<file path="src/rtl/muldiv_pkg.sv">
// Shared widths, opcodes and FSM states for the iterative multiply/divide unit.
package muldiv_pkg;
    localparam int WORD_SIZE     = 16;
    localparam int REG_ADDR_BITS = 2;

    typedef enum logic [1:0] {
        OP_MUL  = 2'b00,
        OP_DIVQ = 2'b01,
        OP_DIVR = 2'b10,
        OP_RSVD = 2'b11
    } op_e;

    typedef enum logic [1:0] {
        ST_IDLE = 2'b00,
        ST_RUN  = 2'b01,
        ST_WB   = 2'b10
    } state_e;

    function automatic logic is_div_op(input op_e op);
        return (op == OP_DIVQ) || (op == OP_DIVR);
    endfunction
endpackage

</file>
<file path="src/rtl/muldiv_unit_step.sv">
// One combinational iteration: shift-add multiply step or restoring divide step.
module muldiv_step #(
    parameter int WORD_SIZE = muldiv_pkg::WORD_SIZE
) (
    input  logic                 i_is_div,
    input  logic [WORD_SIZE-1:0] i_a,    // multiplicand, or dividend shifting into quotient
    input  logic [WORD_SIZE-1:0] i_b,    // multiplier, or divisor
    input  logic [WORD_SIZE-1:0] i_acc,  // product accumulator, or partial remainder
    output logic [WORD_SIZE-1:0] o_a,
    output logic [WORD_SIZE-1:0] o_b,
    output logic [WORD_SIZE-1:0] o_acc
);
    // The bit shifted out of the remainder is kept so divisors above 2^(W-1) still compare correctly.
    logic [WORD_SIZE:0] w_rem_sh;

    always_comb begin
        o_a      = i_a;
        o_b      = i_b;
        o_acc    = i_acc;
        w_rem_sh = {i_acc, i_a[WORD_SIZE-1]};
        if (i_is_div) begin
            if (w_rem_sh >= {1'b0, i_b}) begin
                o_acc = w_rem_sh[WORD_SIZE-1:0] - i_b;
                o_a   = {i_a[WORD_SIZE-2:0], 1'b1};
            end else begin
                o_acc = w_rem_sh[WORD_SIZE-1:0];
                o_a   = {i_a[WORD_SIZE-2:0], 1'b0};
            end
        end else begin
            if (i_b[0]) o_acc = i_acc + i_a;
            o_a = i_a << 1;
            o_b = i_b >> 1;
        end
    end
endmodule

</file>
<file path="src/rtl/muldiv_unit.sv">
// Iterative unsigned MUL/DIVQ/DIVR unit: IDLE -> RUN (WORD_SIZE steps) -> WB, one RF write per op.
module muldiv_unit #(
    parameter int WORD_SIZE     = muldiv_pkg::WORD_SIZE,
    parameter int REG_ADDR_BITS = muldiv_pkg::REG_ADDR_BITS
) (
    input  logic                     clk,
    input  logic                     reset,
    input  logic                     start,
    input  logic [1:0]               op,
    input  logic [WORD_SIZE-1:0]     src_a,
    input  logic [WORD_SIZE-1:0]     src_b,
    input  logic [REG_ADDR_BITS-1:0] dest,
    output logic                     busy,
    output logic                     done,
    output logic                     wb_write,
    output logic [REG_ADDR_BITS-1:0] wb_addr,
    output logic [WORD_SIZE-1:0]     wb_data
);
    import muldiv_pkg::*;

    localparam int CNT_W = $clog2(WORD_SIZE) + 1;

    state_e                   r_state;
    op_e                      r_op;
    logic [CNT_W-1:0]         r_cnt;
    logic [WORD_SIZE-1:0]     r_a, r_b, r_acc;
    logic [REG_ADDR_BITS-1:0] r_dest;
    logic                     r_busy, r_done, r_wb_write;
    logic [REG_ADDR_BITS-1:0] r_wb_addr;
    logic [WORD_SIZE-1:0]     r_wb_data;

    logic [WORD_SIZE-1:0]     w_a, w_b, w_acc;
    logic                     w_new_div;

    assign w_new_div = is_div_op(op_e'(op));

    muldiv_step #(.WORD_SIZE(WORD_SIZE)) u_step (
        .i_is_div (is_div_op(r_op)),
        .i_a      (r_a),
        .i_b      (r_b),
        .i_acc    (r_acc),
        .o_a      (w_a),
        .o_b      (w_b),
        .o_acc    (w_acc)
    );

    always_ff @(posedge clk) begin
        if (reset) begin
            r_state    <= ST_IDLE;
            r_op       <= OP_MUL;
            r_cnt      <= '0;
            r_a        <= '0;
            r_b        <= '0;
            r_acc      <= '0;
            r_dest     <= '0;
            r_busy     <= 1'b0;
            r_done     <= 1'b0;
            r_wb_write <= 1'b0;
            r_wb_addr  <= '0;
            r_wb_data  <= '0;
        end else begin
            r_done     <= 1'b0;
            r_wb_write <= 1'b0;
            r_wb_data  <= '0;
            case (r_state)
                ST_IDLE: begin
                    r_busy <= 1'b0;
                    if (start) begin
                        r_op   <= op_e'(op);
                        r_dest <= dest;
                        r_a    <= src_a;
                        r_b    <= src_b;
                        r_acc  <= '0;
                        r_cnt  <= '0;
                        r_busy <= 1'b1;
                        if (w_new_div && (src_b == '0)) begin
                            // Divide by zero skips the loop: quotient saturates, remainder is the dividend.
                            r_state    <= ST_WB;
                            r_done     <= 1'b1;
                            r_wb_write <= 1'b1;
                            r_wb_addr  <= dest;
                            r_wb_data  <= (op_e'(op) == OP_DIVQ) ? '1 : src_a;
                        end else begin
                            r_state <= ST_RUN;
                        end
                    end
                end
                ST_RUN: begin
                    r_a   <= w_a;
                    r_b   <= w_b;
                    r_acc <= w_acc;
                    r_cnt <= r_cnt + 1'b1;
                    if (r_cnt == CNT_W'(WORD_SIZE - 1)) begin
                        r_state    <= ST_WB;
                        r_done     <= 1'b1;
                        r_wb_write <= 1'b1;
                        r_wb_addr  <= r_dest;
                        r_wb_data  <= (r_op == OP_DIVQ) ? w_a : w_acc;
                    end
                end
                ST_WB: begin
                    r_state <= ST_IDLE;
                    r_busy  <= 1'b0;
                end
                default: begin
                    r_state <= ST_IDLE;
                    r_busy  <= 1'b0;
                end
            endcase
        end
    end

    assign busy     = r_busy;
    assign done     = r_done;
    assign wb_write = r_wb_write;
    assign wb_addr  = r_wb_addr;
    assign wb_data  = r_wb_data;
endmodule
</file>
<file path="config.mk">
export PLATFORM = sky130hd
export DESIGN_NAME = muldiv_unit
export DESIGN_NICKNAME = d
export VERILOG_FILES = /design/src/rtl/muldiv_pkg.sv /design/src/rtl/muldiv_unit_step.sv /design/src/rtl/muldiv_unit.sv
export SDC_FILE = /design/constraint.sdc
export NUM_CORES = 1
export LEC_CHECK = 0
export BUFFER_PORTS_ARGS = -buffer_cell sky130_fd_sc_hd__buf_2
export CAP_MARGIN = 20
export CELL_PAD_IN_SITES_DETAIL_PLACEMENT = 1
export CELL_PAD_IN_SITES_GLOBAL_PLACEMENT = 1
export CORE_ASPECT_RATIO = 0.6
export CORE_MARGIN = 8
export CORE_UTILIZATION = 45
export CTS_BUF_LIST = sky130_fd_sc_hd__clkbuf_2 sky130_fd_sc_hd__clkbuf_4 sky130_fd_sc_hd__clkbuf_8
export DETAILED_ROUTE_END_ITERATION = 10
export PLACE_DENSITY_LB_ADDON = 0.05
export RECOVER_POWER = 25
export SETUP_SLACK_MARGIN = 0.1
export SLEW_MARGIN = 20
export SYNTH_ARGS = -nofsm -noshare
export SYNTH_HDL_FRONTEND = slang
export SYNTH_SLANG_ARGS = --single-unit
</file>
<file path="constraint.sdc">
create_clock -name clk -period 3.4 [get_ports clk]
set_clock_uncertainty 0.1 [all_clocks]
set_input_delay 0.68 -clock clk [delete_from_list [all_inputs] [get_ports clk]]
set_output_delay 0.68 -clock clk [all_outputs]
set_load 0.02 [all_outputs]
</file>
==> flow_metrics.py, run 1 <==
metrics = {
    "status": {
        "status": "complete, but fails checks",
        "violations": "capacitance limit, slew limit",
    },
    "floorplanning": {
        "start_util": 0.453,
        "die_area_sq_mm": 0.0158,
        "chipWidth_microns": 157,
        "rows": 31,
        "core_area_sq_mm": 0.0119,
        "die_y_microns": 101,
        "num_io_pins": 60,
    },
    "hold_path": {
        "holdPathEnd": "r_b[14]",
        "hold_class": "reg2reg",
        "hold_depth": 2,
        "hold_path_startpoint": "r_b[15]",
    },
    "route": {
        "vias_per_cell": 5.98,
        "wl_mm": 19.1,
        "drcViolationCount": 0,
        "via_count": 5487,
        "drt_iter0_markers": 323,
        "ant_nets": 0,
        "wl_per_cell_microns": 20.9,
        "firstDrtPassIters": 5,
    },
    "synth": {
        "ys_top_cells_by_count": "nand2_1 (119), nor2_1 (90), dfxtp_1 (79), clkbuf_1 (36), ha_1 (35)",
        "muxShareOfSynthArea": 0.0422,
        "yosysMostFrequentCell": "nand2_1",
        "synth_nets": 771,
        "postSynth.asyncResetShare": 0,
        "synth_top_family_by_area": "compound AO/OA/AOI/OAI gates",
        "avgSynthCellArea_sq_um": 7.73,
        "syn-cell-area_sq_mm": 0.00537,
        "yosys_warnings": 0,
        "synthTopCellsByArea": "dfxtp_1 (29%), nand2_1 (8.3%), ha_1 (8.2%)",
        "synth_flop_cell": "dfxtp_1",
        "syn_inst": 695,
        "synth_edf_count": 0,
        "ys_ff_latch": 79,
        "yosysUniqueCellTypes": 70,
        "synthXorXnorAreaFrac": 0.0294,
        "synth-simple-area-share": 0.230,
        "synth_compound_area_frac": 0.256,
        "synth_top_cell_area_share": 0.294,
        "synth_area_leader_cell": "dfxtp_1",
        "synthAdderAreaFrac": 0.0890,
        "yosysSeqAreaShare": 0.294,
    },
    "power_and_ir_drop": {
        "irDropWorstVdd_mv": 0.184,
        "p_per_area_mw_per_mm2": 445,
        "leakage_nw": 2.60,
        "p_total_mw": 2.71,
    },
    "final_layout": {
        "nFillCells": 1514,
        "drive_gt1_frac": 0.150,
        "area_growth_pct": 13.2,
        "seqCellArea_sq_mm": 0.00158,
        "antenna_cells": 0,
        "finalNetCount": 823,
        "multi_input_area_sq_mm": 0.00349,
    },
    "global_route": {
        "grt_pass1_vias": 5574,
        "grt_usage": 0.246,
        "overflow": 0,
        "grt_max_degree": 35,
        "grt_pass1_wl_mm": 30.3,
        "antenna_found_initial": 0,
    },
    "timing": {
        "setup_ws_ps": 257,
        "fmax_mhz": 318,
        "rsz0062_at_grt": "yes",
        "slew_headroom": -0.121,
        "timing_hold_violations_final": 0,
        "period_needed_ps": 3140,
        "period_share": 0.924,
        "slew_violations": 35,
        "worst_pin_slew_ps": 1680,
        "setup_viol": 0,
        "tns_ps": 0,
    },
    "critical_path": {
        "crit_family": "compound AO/OA/AOI/OAI gates",
        "cp_slowest_stage_delay_ps": 490,
        "crit_type": "reg2reg",
        "timing.rr.end": "wb_data[3]",
        "cp_num_buf_inv": 1,
        "worstPathCellList": "ha_1 > nand2_1 > o21ai_1 > o41ai_2 > o221ai_1 > nor2_1 > buf_4 > mux2_1 > o21ai_1 > o221ai_1",
        "cp.depth": 10,
        "rrSetupSlack_ps": 260,
        "cp_max_fo": 11,
        "cpMaxStageDelayCell": "dfxtp_1",
        "cp.arrival_ps": 3290,
        "worstPathRequired_ps": 3550,
        "cp-start-kind": "flip-flop",
        "reg2reg_depth": 10,
        "r2r_start": "r_acc[10]",
        "end_kind": "flip-flop",
    },
    "cts": {
        "cts-root-buf": "clkbuf_8",
        "cts_max_path_buffers": 2,
        "cts_hold_buf": 0,
        "path_clk_slew_ps": 90,
        "clock_latency_ps": 380,
        "cts_buffers": 9,
        "clock_sinks": 79,
        "tritoncts": "done",
        "htreeDepth": 3,
    },
    "place": {
        "dp_slack_ps": 128,
        "post-dp-hpwl_mm": 14.9,
        "routabilityCongestion": 0.899,
        "port_buffers": 59,
    },
    "job": {
        "maxCapViolCount": 1,
    },
}
cells by family after synthesis:
family	count (synthesis)
compound gates	183
fa+ha+maj	37
buf+inv	76
mux	21
flops	79
simple gates	281
xor+xnor	18
power breakdown:
part           internal, mW  switching, mW
Combinational         0.347          0.543
Sequential            0.979         0.0671
Clock                 0.364          0.407
Total                  1.69           1.02
per-layer routing:
metal	vias up	track usage	wire length (microns)	share of wire
met5	-	0	0	0
met4	0	0.0459	158	0.0083
met3	16	0.0706	1340	0.070
met2	148	0.354	7930	0.41
met1	2727	0.356	9710	0.51
li1	2596	-	-	-
state kept, by name, summed over array words and instances (netlist names):
| name | count |
|---|---|
| wb_addr | 2 |
| wb_data | 16 |
| r_cnt | 5 |
| r_acc | 16 |
| r_op | 2 |
| r_a | 16 |
| r_state | 2 |
| r_dest | 2 |
| wb_write | 1 |
| r_b | 16 |
| busy | 1 |
cell usage in the layout, fill, tap and decap left out, drive strengths merged, types with 6 or more instances in the layout:
cell type and instances:
mux2 10, xor2 11, clkbuf 27, buf 69
a21oi 28, a21o 7, xnor2 7, o21a 10
inv 33, o21ai 37, a31oi 7, ha 35
nand3 6, nor2b 7, nand4 8, a211oi 8
o211ai 7, nand2 119, a311oi 31, mux2i 11
o221ai 14, dfxtp 79, nor2 91, nor3 19
tightest hold or removal path, delay by kind of cell, from the launching register on:
family / cells / cell delay [ps]
DFF: 1 / 330
AOI/OAI and AO/OA: 1 / 70
and+or+nand+nor: 1 / 60
metrics by stage:
step	utilization	instances	hold slack (ps)	instance area (sq um)
finish	0.512	917	394	6080
floorplan	-	695	354	5370
CTS	0.512	914	389	6080
global placement	0.495	898	369	5870
global route	0.512	917	435	6080
detailed placement	0.495	898	378	5870
worst max path at each step:
stage / endpoint / slack, ps / from
CTS: wb_data[12] / 110 / r_a[0]
global route: r_acc[14] / 90 / r_a[0]
finish: wb_data[3] / 260 / r_acc[10]
floorplan: wb_data[12] / 600 / r_a[0]
global placement: wb_data[12] / 130 / r_a[0]
detailed placement: wb_data[12] / 130 / r_a[0]
timing repair:
item,4_1_cts,5_1_grt
setup buffers,0,3
setup endpoints to repair,0,6
resized for setup,0,2
final cells by class:
cell class	count	share of cell area
repair buffers	86	0.0792
well taps	165	0.0340
multi-input cells	540	0.574
inverters	31	0.0191
clock inverters	6	0.0111
flip-flops and latches	79	0.260
clock buffers	10	0.0226
Power figures use the tool's default switching activity.
==> run 2, diff against run 1 <==
- CORE_MARGIN: 8 -> default
==> run 2 against run 1 <==
- the run still ends with capacitance limit, slew limit left
- maximum frequency increased by 0.90%
- largest cell class unchanged
- total power up 0.70%
- die area decreased by 22%
- largest power group unchanged
==> flow_metrics.py, run 2 (same netlist as run 1, synthesis figures left out) <==
metrics = {
    "power_and_ir_drop": {
        "sw_frac_of_total": 0.367,
        "p_per_area_mw_per_mm2": 454,
        "combPwrFrac": 0.314,
        "irDropWorstVdd_mv": 0.191,
        "clockPowerShare": 0.301,
        "internal_power_mw": 1.73,
        "leakage_nw": 2.55,
        "pwr-share-seq": 0.385,
        "power.net_switching_mw": 1.00,
    },
    "hold_path": {
        "hold_depth": 2,
        "hold_class": "reg2reg",
        "hold_path_startpoint": "r_cnt[4]",
        "holdPathEnd": "r_cnt[4]",
    },
    "cts": {
        "tritoncts": "done",
        "clock_sinks": 79,
        "cts_buffers": 9,
        "cts_max_path_buffers": 2,
        "htreeDepth": 3,
        "post_cts_buffers": 0,
        "cts-root-buf": "clkbuf_8",
        "clock_latency_ps": 370,
        "cts_resized": 0,
        "path_clk_slew_ps": 90,
        "cts_hold_buf": 0,
    },
    "critical_path": {
        "worstPathCellList": "inv_1 > ha_1 > fa_1 > nor2b_1 > o31a_1 > o211ai_1 > nand2_1 > a221oi_1 > xor2_1 > a221oi_2 > a32o_1",
        "timing.rr.end": "r_acc[14]",
        "cp_max_fo": 4,
        "crit_type": "reg2reg",
        "r2r_start": "r_a[15]",
        "rrSetupSlack_ps": 290,
        "cp_slowest_stage_delay_ps": 460,
        "cp.arrival_ps": 3320,
        "cp-start-kind": "flip-flop",
        "reg2reg_depth": 11,
        "cpMaxStageDelayCell": "dfxtp_1",
        "worstPathRequired_ps": 3610,
        "end_kind": "flip-flop",
    },
    "final_layout": {
        "final_util": 0.524,
        "area_growth_pct": 11.8,
        "mostFrequentLayoutCell": "nand2_1",
        "layout_common_cells": "nand2_1 (119), nor2_1 (89), dfxtp_1 (79)",
        "finalNetCount": 815,
        "antenna_cells": 0,
        "drive_gt1_frac": 0.136,
    },
    "status": {
        "status": "complete, but fails checks",
        "violations": "capacitance limit, slew limit",
    },
    "floorplanning": {
        "chipWidth_microns": 143,
        "start_util": 0.469,
        "die_y_microns": 86.6,
        "num_io_pins": 60,
        "die_area_sq_mm": 0.0124,
        "rows": 30,
        "core_area_sq_mm": 0.0114,
    },
    "global_route": {
        "grt_pass1_wl_mm": 28.4,
        "antenna_found_initial": 0,
        "grt_pass1_vias": 5209,
        "grt_usage": 0.303,
        "grt_max_degree": 37,
        "overflow": 0,
    },
    "timing": {
        "period_share": 0.916,
        "setup_viol": 0,
        "timing_hold_violations_final": 0,
        "rsz0062_at_grt": "no",
        "fmax_mhz": 321,
        "period_needed_ps": 3110,
        "slew_violations": 72,
        "worst_pin_slew_ps": 1810,
        "tns_ps": 0,
        "slew_headroom": -0.205,
    },
    "route": {
        "drt_iter0_markers": 339,
        "via_count": 5321,
        "wl_per_cell_microns": 19.6,
        "drcViolationCount": 0,
        "vias_per_cell": 5.89,
        "firstDrtPassIters": 4,
        "ant_nets": 0,
        "wl_mm": 17.7,
    },
    "place": {
        "post-dp-hpwl_mm": 13.7,
        "routabilityCongestion": 0.903,
        "port_buffers": 59,
    },
    "job": {
        "maxCapViolCount": 2,
    },
}
==> run 2: changes by cell type in the layout (fill, tap and decap cells not counted), moves of 2 or more <==
| cell | delta |
|---|---|
| buf_2 | -2 |
| buf_4 | -7 |
| clkinvlp_4 | -2 |
| clkbuf_1 | +2 |
==> run 2: routing by layer <==
metal / vias to the layer above / wire length [microns] / share of wire / track usage
met4: 0 / 110 / 0.0062 / 0.0577
met2: 153 / 7060 / 0.40 / 0.434
met3: 10 / 1270 / 0.071 / 0.0646
met1: 2582 / 9300 / 0.52 / 0.459
met5: - / 0 / 0 / 0
li1: 2576 / - / - / -
==> run 2: metrics by stage <==
step | std cells | cell area [sq um] | hold WS [ps] | power [mW] | setup WS, ps
after floorplan | 695 | 5370 | 354 | 1.64 | 601
after global placement | 888 | 5820 | 367 | 1.87 | 360
after CTS | 903 | 6040 | 401 | 2.72 | 299
after global routing | 903 | 6000 | 432 | 2.86 | 107
after detailed placement | 888 | 5820 | 380 | 1.90 | 323
final | 903 | 6000 | 394 | 2.73 | 285
==> run 2: worst max-delay path by stage <==
| stage | endpoint | depth (start not counted) | from |
|---|---|---|---|
| after floorplan | wb_data[12] | 10 | r_a[0] |
| after global placement | wb_data[15] | 9 | op[0] |
| after detailed placement | wb_data[15] | 9 | op[0] |
| after CTS | r_acc[14] | 11 | r_a[15] |
| after global routing | wb_data[12] | 11 | r_a[15] |
| final | r_acc[14] | 11 | r_a[15] |
==> run 2: layout make-up <==
class,instances,area (sq um)
timing repair buffer,78,407
fill,1472,5440
clock inverter,6,93.8
sequential,79,1580
tap,160,200
clock buffer,9,124
multi-input combinational,540,3480
inverter,31,116
==> run 2: worst max-delay path, delay by kind of cell (launching register included) <==
| family | cells | cell delay (ps) |
|---|---|---|
| AO/OA/AOI/OAI | 5 | 1150 |
| adder cells (fa/ha/maj) | 2 | 660 |
| flip-flops | 1 | 460 |
| AND/OR/NAND/NOR | 2 | 320 |
| XOR/XNOR | 1 | 200 |
| buffers and inverters | 1 | 140 |
==> run 2: power groups by stage <==
stage | Combinational, mW | Sequential (mW) | Clock [mW]
4_1_cts | 0.841 | 1.05 | 0.829
6_report | 0.855 | 1.05 | 0.821
5_1_grt | 0.938 | 1.06 | 0.864
3_5_place_dp | 0.832 | 1.07 | 0
2_1_floorplan | 0.601 | 1.04 | 0
3_3_place_gp | 0.806 | 1.07 | 0
==> run 3, diff against run 2 <==
- CAP_MARGIN: 20 -> 40
- CTS_CLUSTER_DIAMETER: default -> 100
- SETUP_SLACK_MARGIN: 0.1 -> 0.3
==> run 3 against run 2 <==
- the run still ends with capacitance limit, slew limit left
- worst setup slack better by 120 ps
- sequential cell count unchanged
- combinational power grew 4.9%
- die area did not move
- utilization grew 0.93 points
- register-to-register slack improved by 120 ps
- first-iteration DRC count increased by 3.8%
- critical path depth is the same
- global-route usage stayed put
- sequential power barely moved
- critical path type unchanged
- largest power group unchanged
==> flow_metrics.py, run 3 (same netlist as run 1, synthesis figures left out) <==
metrics = {
    "critical_path": {
        "cp.arrival_ps": 3210,
        "worstPathRequired_ps": 3620,
        "rrSetupSlack_ps": 400,
        "cp_max_fo": 4,
        "end_kind": "flip-flop",
        "crit_type": "reg2reg",
        "cp_slowest_stage_delay_ps": 410,
        "cp-start-kind": "flip-flop",
        "cp_common_cell": "a221oi_2",
        "cpMaxStageDelayCell": "a221oi_2",
        "worstPathCellList": "inv_1 > ha_2 > fa_1 > nor2b_1 > o31a_1 > o211ai_1 > nand2_1 > a221oi_2 > xor2_1 > a221oi_2 > a32o_2",
    },
    "final_layout": {
        "area_growth_pct": 13.8,
        "antenna_cells": 0,
        "drive_gt1_frac": 0.162,
        "finalNetCount": 819,
        "layout_common_cells": "nand2_1 (119), nor2_1 (88), dfxtp_1 (77)",
        "mostFrequentLayoutCell": "nand2_1",
        "final_util": 0.534,
    },
    "timing": {
        "fmax_mhz": 334,
        "rsz0062_at_grt": "yes",
        "timing_hold_violations_final": 0,
        "worst_pin_slew_ps": 1810,
        "holdWs_ps": 395,
        "slew_violations": 72,
        "tns_ps": 0,
        "period_needed_ps": 3000,
        "period_share": 0.881,
        "slew_headroom": -0.208,
        "setup_viol": 0,
    },
    "route": {
        "drt_iter0_markers": 352,
        "vias_per_cell": 5.91,
        "drcViolationCount": 0,
        "ant_nets": 0,
        "wl_per_cell_microns": 19.8,
        "wl_mm": 18.0,
        "firstDrtPassIters": 5,
        "via_count": 5362,
    },
    "floorplanning": {
        "chipWidth_microns": 143,
        "core_area_sq_mm": 0.0114,
        "die_area_sq_mm": 0.0124,
        "num_io_pins": 60,
        "start_util": 0.469,
        "rows": 30,
        "die_y_microns": 86.6,
    },
    "cts": {
        "cts_max_path_buffers": 2,
        "cts-root-buf": "clkbuf_8",
        "path_clk_slew_ps": 90,
        "clock_latency_ps": 380,
        "htreeDepth": 3,
        "cts_hold_buf": 0,
        "cts_buffers": 9,
        "tritoncts": "done",
        "clock_sinks": 79,
    },
    "power_and_ir_drop": {
        "irDropWorstVdd_mv": 0.201,
        "power.net_switching_mw": 1.02,
        "p_per_area_mw_per_mm2": 453,
        "leakage_nw": 2.59,
        "sw_frac_of_total": 0.369,
        "pwr-share-seq": 0.379,
        "clockPowerShare": 0.297,
        "internal_power_mw": 1.75,
        "combPwrFrac": 0.324,
        "p_total_mw": 2.77,
    },
    "status": {
        "status": "complete, but fails checks",
        "violations": "capacitance limit, slew limit",
    },
    "job": {
        "maxCapViolCount": 2,
    },
    "global_route": {
        "grt_pass1_wl_mm": 28.4,
        "grt_usage": 0.303,
        "grt_pass1_vias": 5209,
        "overflow": 0,
        "antenna_found_initial": 0,
        "grt_max_degree": 37,
    },
    "place": {
        "port_buffers": 59,
        "routabilityCongestion": 0.903,
        "post-dp-hpwl_mm": 13.7,
    },
    "hold_path": {
        "hold_class": "reg2reg",
    },
}
[run 3: cell types whose count changed in the layout (fill, tap and decap cells not counted), sizes merged]
cell | before | now
buf | 59 | 63
[run 3: path summary, 6_finish.rpt]
| path | cells past startpoint | endpoint | startpoint |
|---|---|---|---|
| max reg2reg | 11 | r_acc[14] | r_a[15] |
| max | 11 | r_acc[14] | r_a[15] |
| min | 2 | r_cnt[4] | r_cnt[4] |
| min reg2reg | 2 | r_cnt[4] | r_cnt[4] |
[run 3: critical path: cells and delay by family (launching register included)]
family / cells / cell delay (ps)
AO/OA/AOI/OAI: 5 / 1530
XOR/XNOR: 1 / 150
adder cells (fa/ha/maj): 2 / 420
buffers and inverters: 1 / 130
flip-flops: 1 / 370
AND/OR/NAND/NOR: 2 / 230
[run 3: area by class of cell]
type                    count  area [sq um]
flip-flops and latches     79          1580
well taps                 160           200
clock inverters             6          93.8
clock buffers               9           124
multi-input cells         540          3550
inverters                  31           116
fillers                  1459          5340
repair buffers             82           440
[run 3: power groups by stage]
stage	logic (mW)	registers [mW]	clock network, mW
after floorplan	0.601	1.04	0
after global placement	0.806	1.07	0
after detailed placement	0.832	1.07	0
after CTS	0.841	1.05	0.829
after global routing	0.980	1.06	0.864
final	0.897	1.05	0.823
[run 3: per-stage QoR]
| stage | std cells | area, sq um | setup WS (ps) |
|---|---|---|---|
| 3_3_place_gp | 888 | 5820 | 360 |
| 6_report | 907 | 6110 | 404 |
| 3_5_place_dp | 888 | 5820 | 323 |
| 5_1_grt | 907 | 6110 | 280 |
| 2_1_floorplan | 695 | 5370 | 601 |
| 4_1_cts | 903 | 6040 | 308 |
[run 3: per-layer routing]
layer / global-route usage / wire (microns) / vias to the layer above
li1: - / - / 2584
met1: 0.459 / 9330 / 2622
met2: 0.434 / 7280 / 145
met3: 0.0646 / 1240 / 11
met4: 0.0577 / 109 / 0
met5: 0 / 0 / -
[run 3: timing repair]
item | in CTS | in global routing
buffers inserted | 0 | 4
setup endpoints to repair | 1 | 19
hold endpoints to repair | 0 | 0
pin swaps | 1 | 12
gates resized for setup | 1 | 17
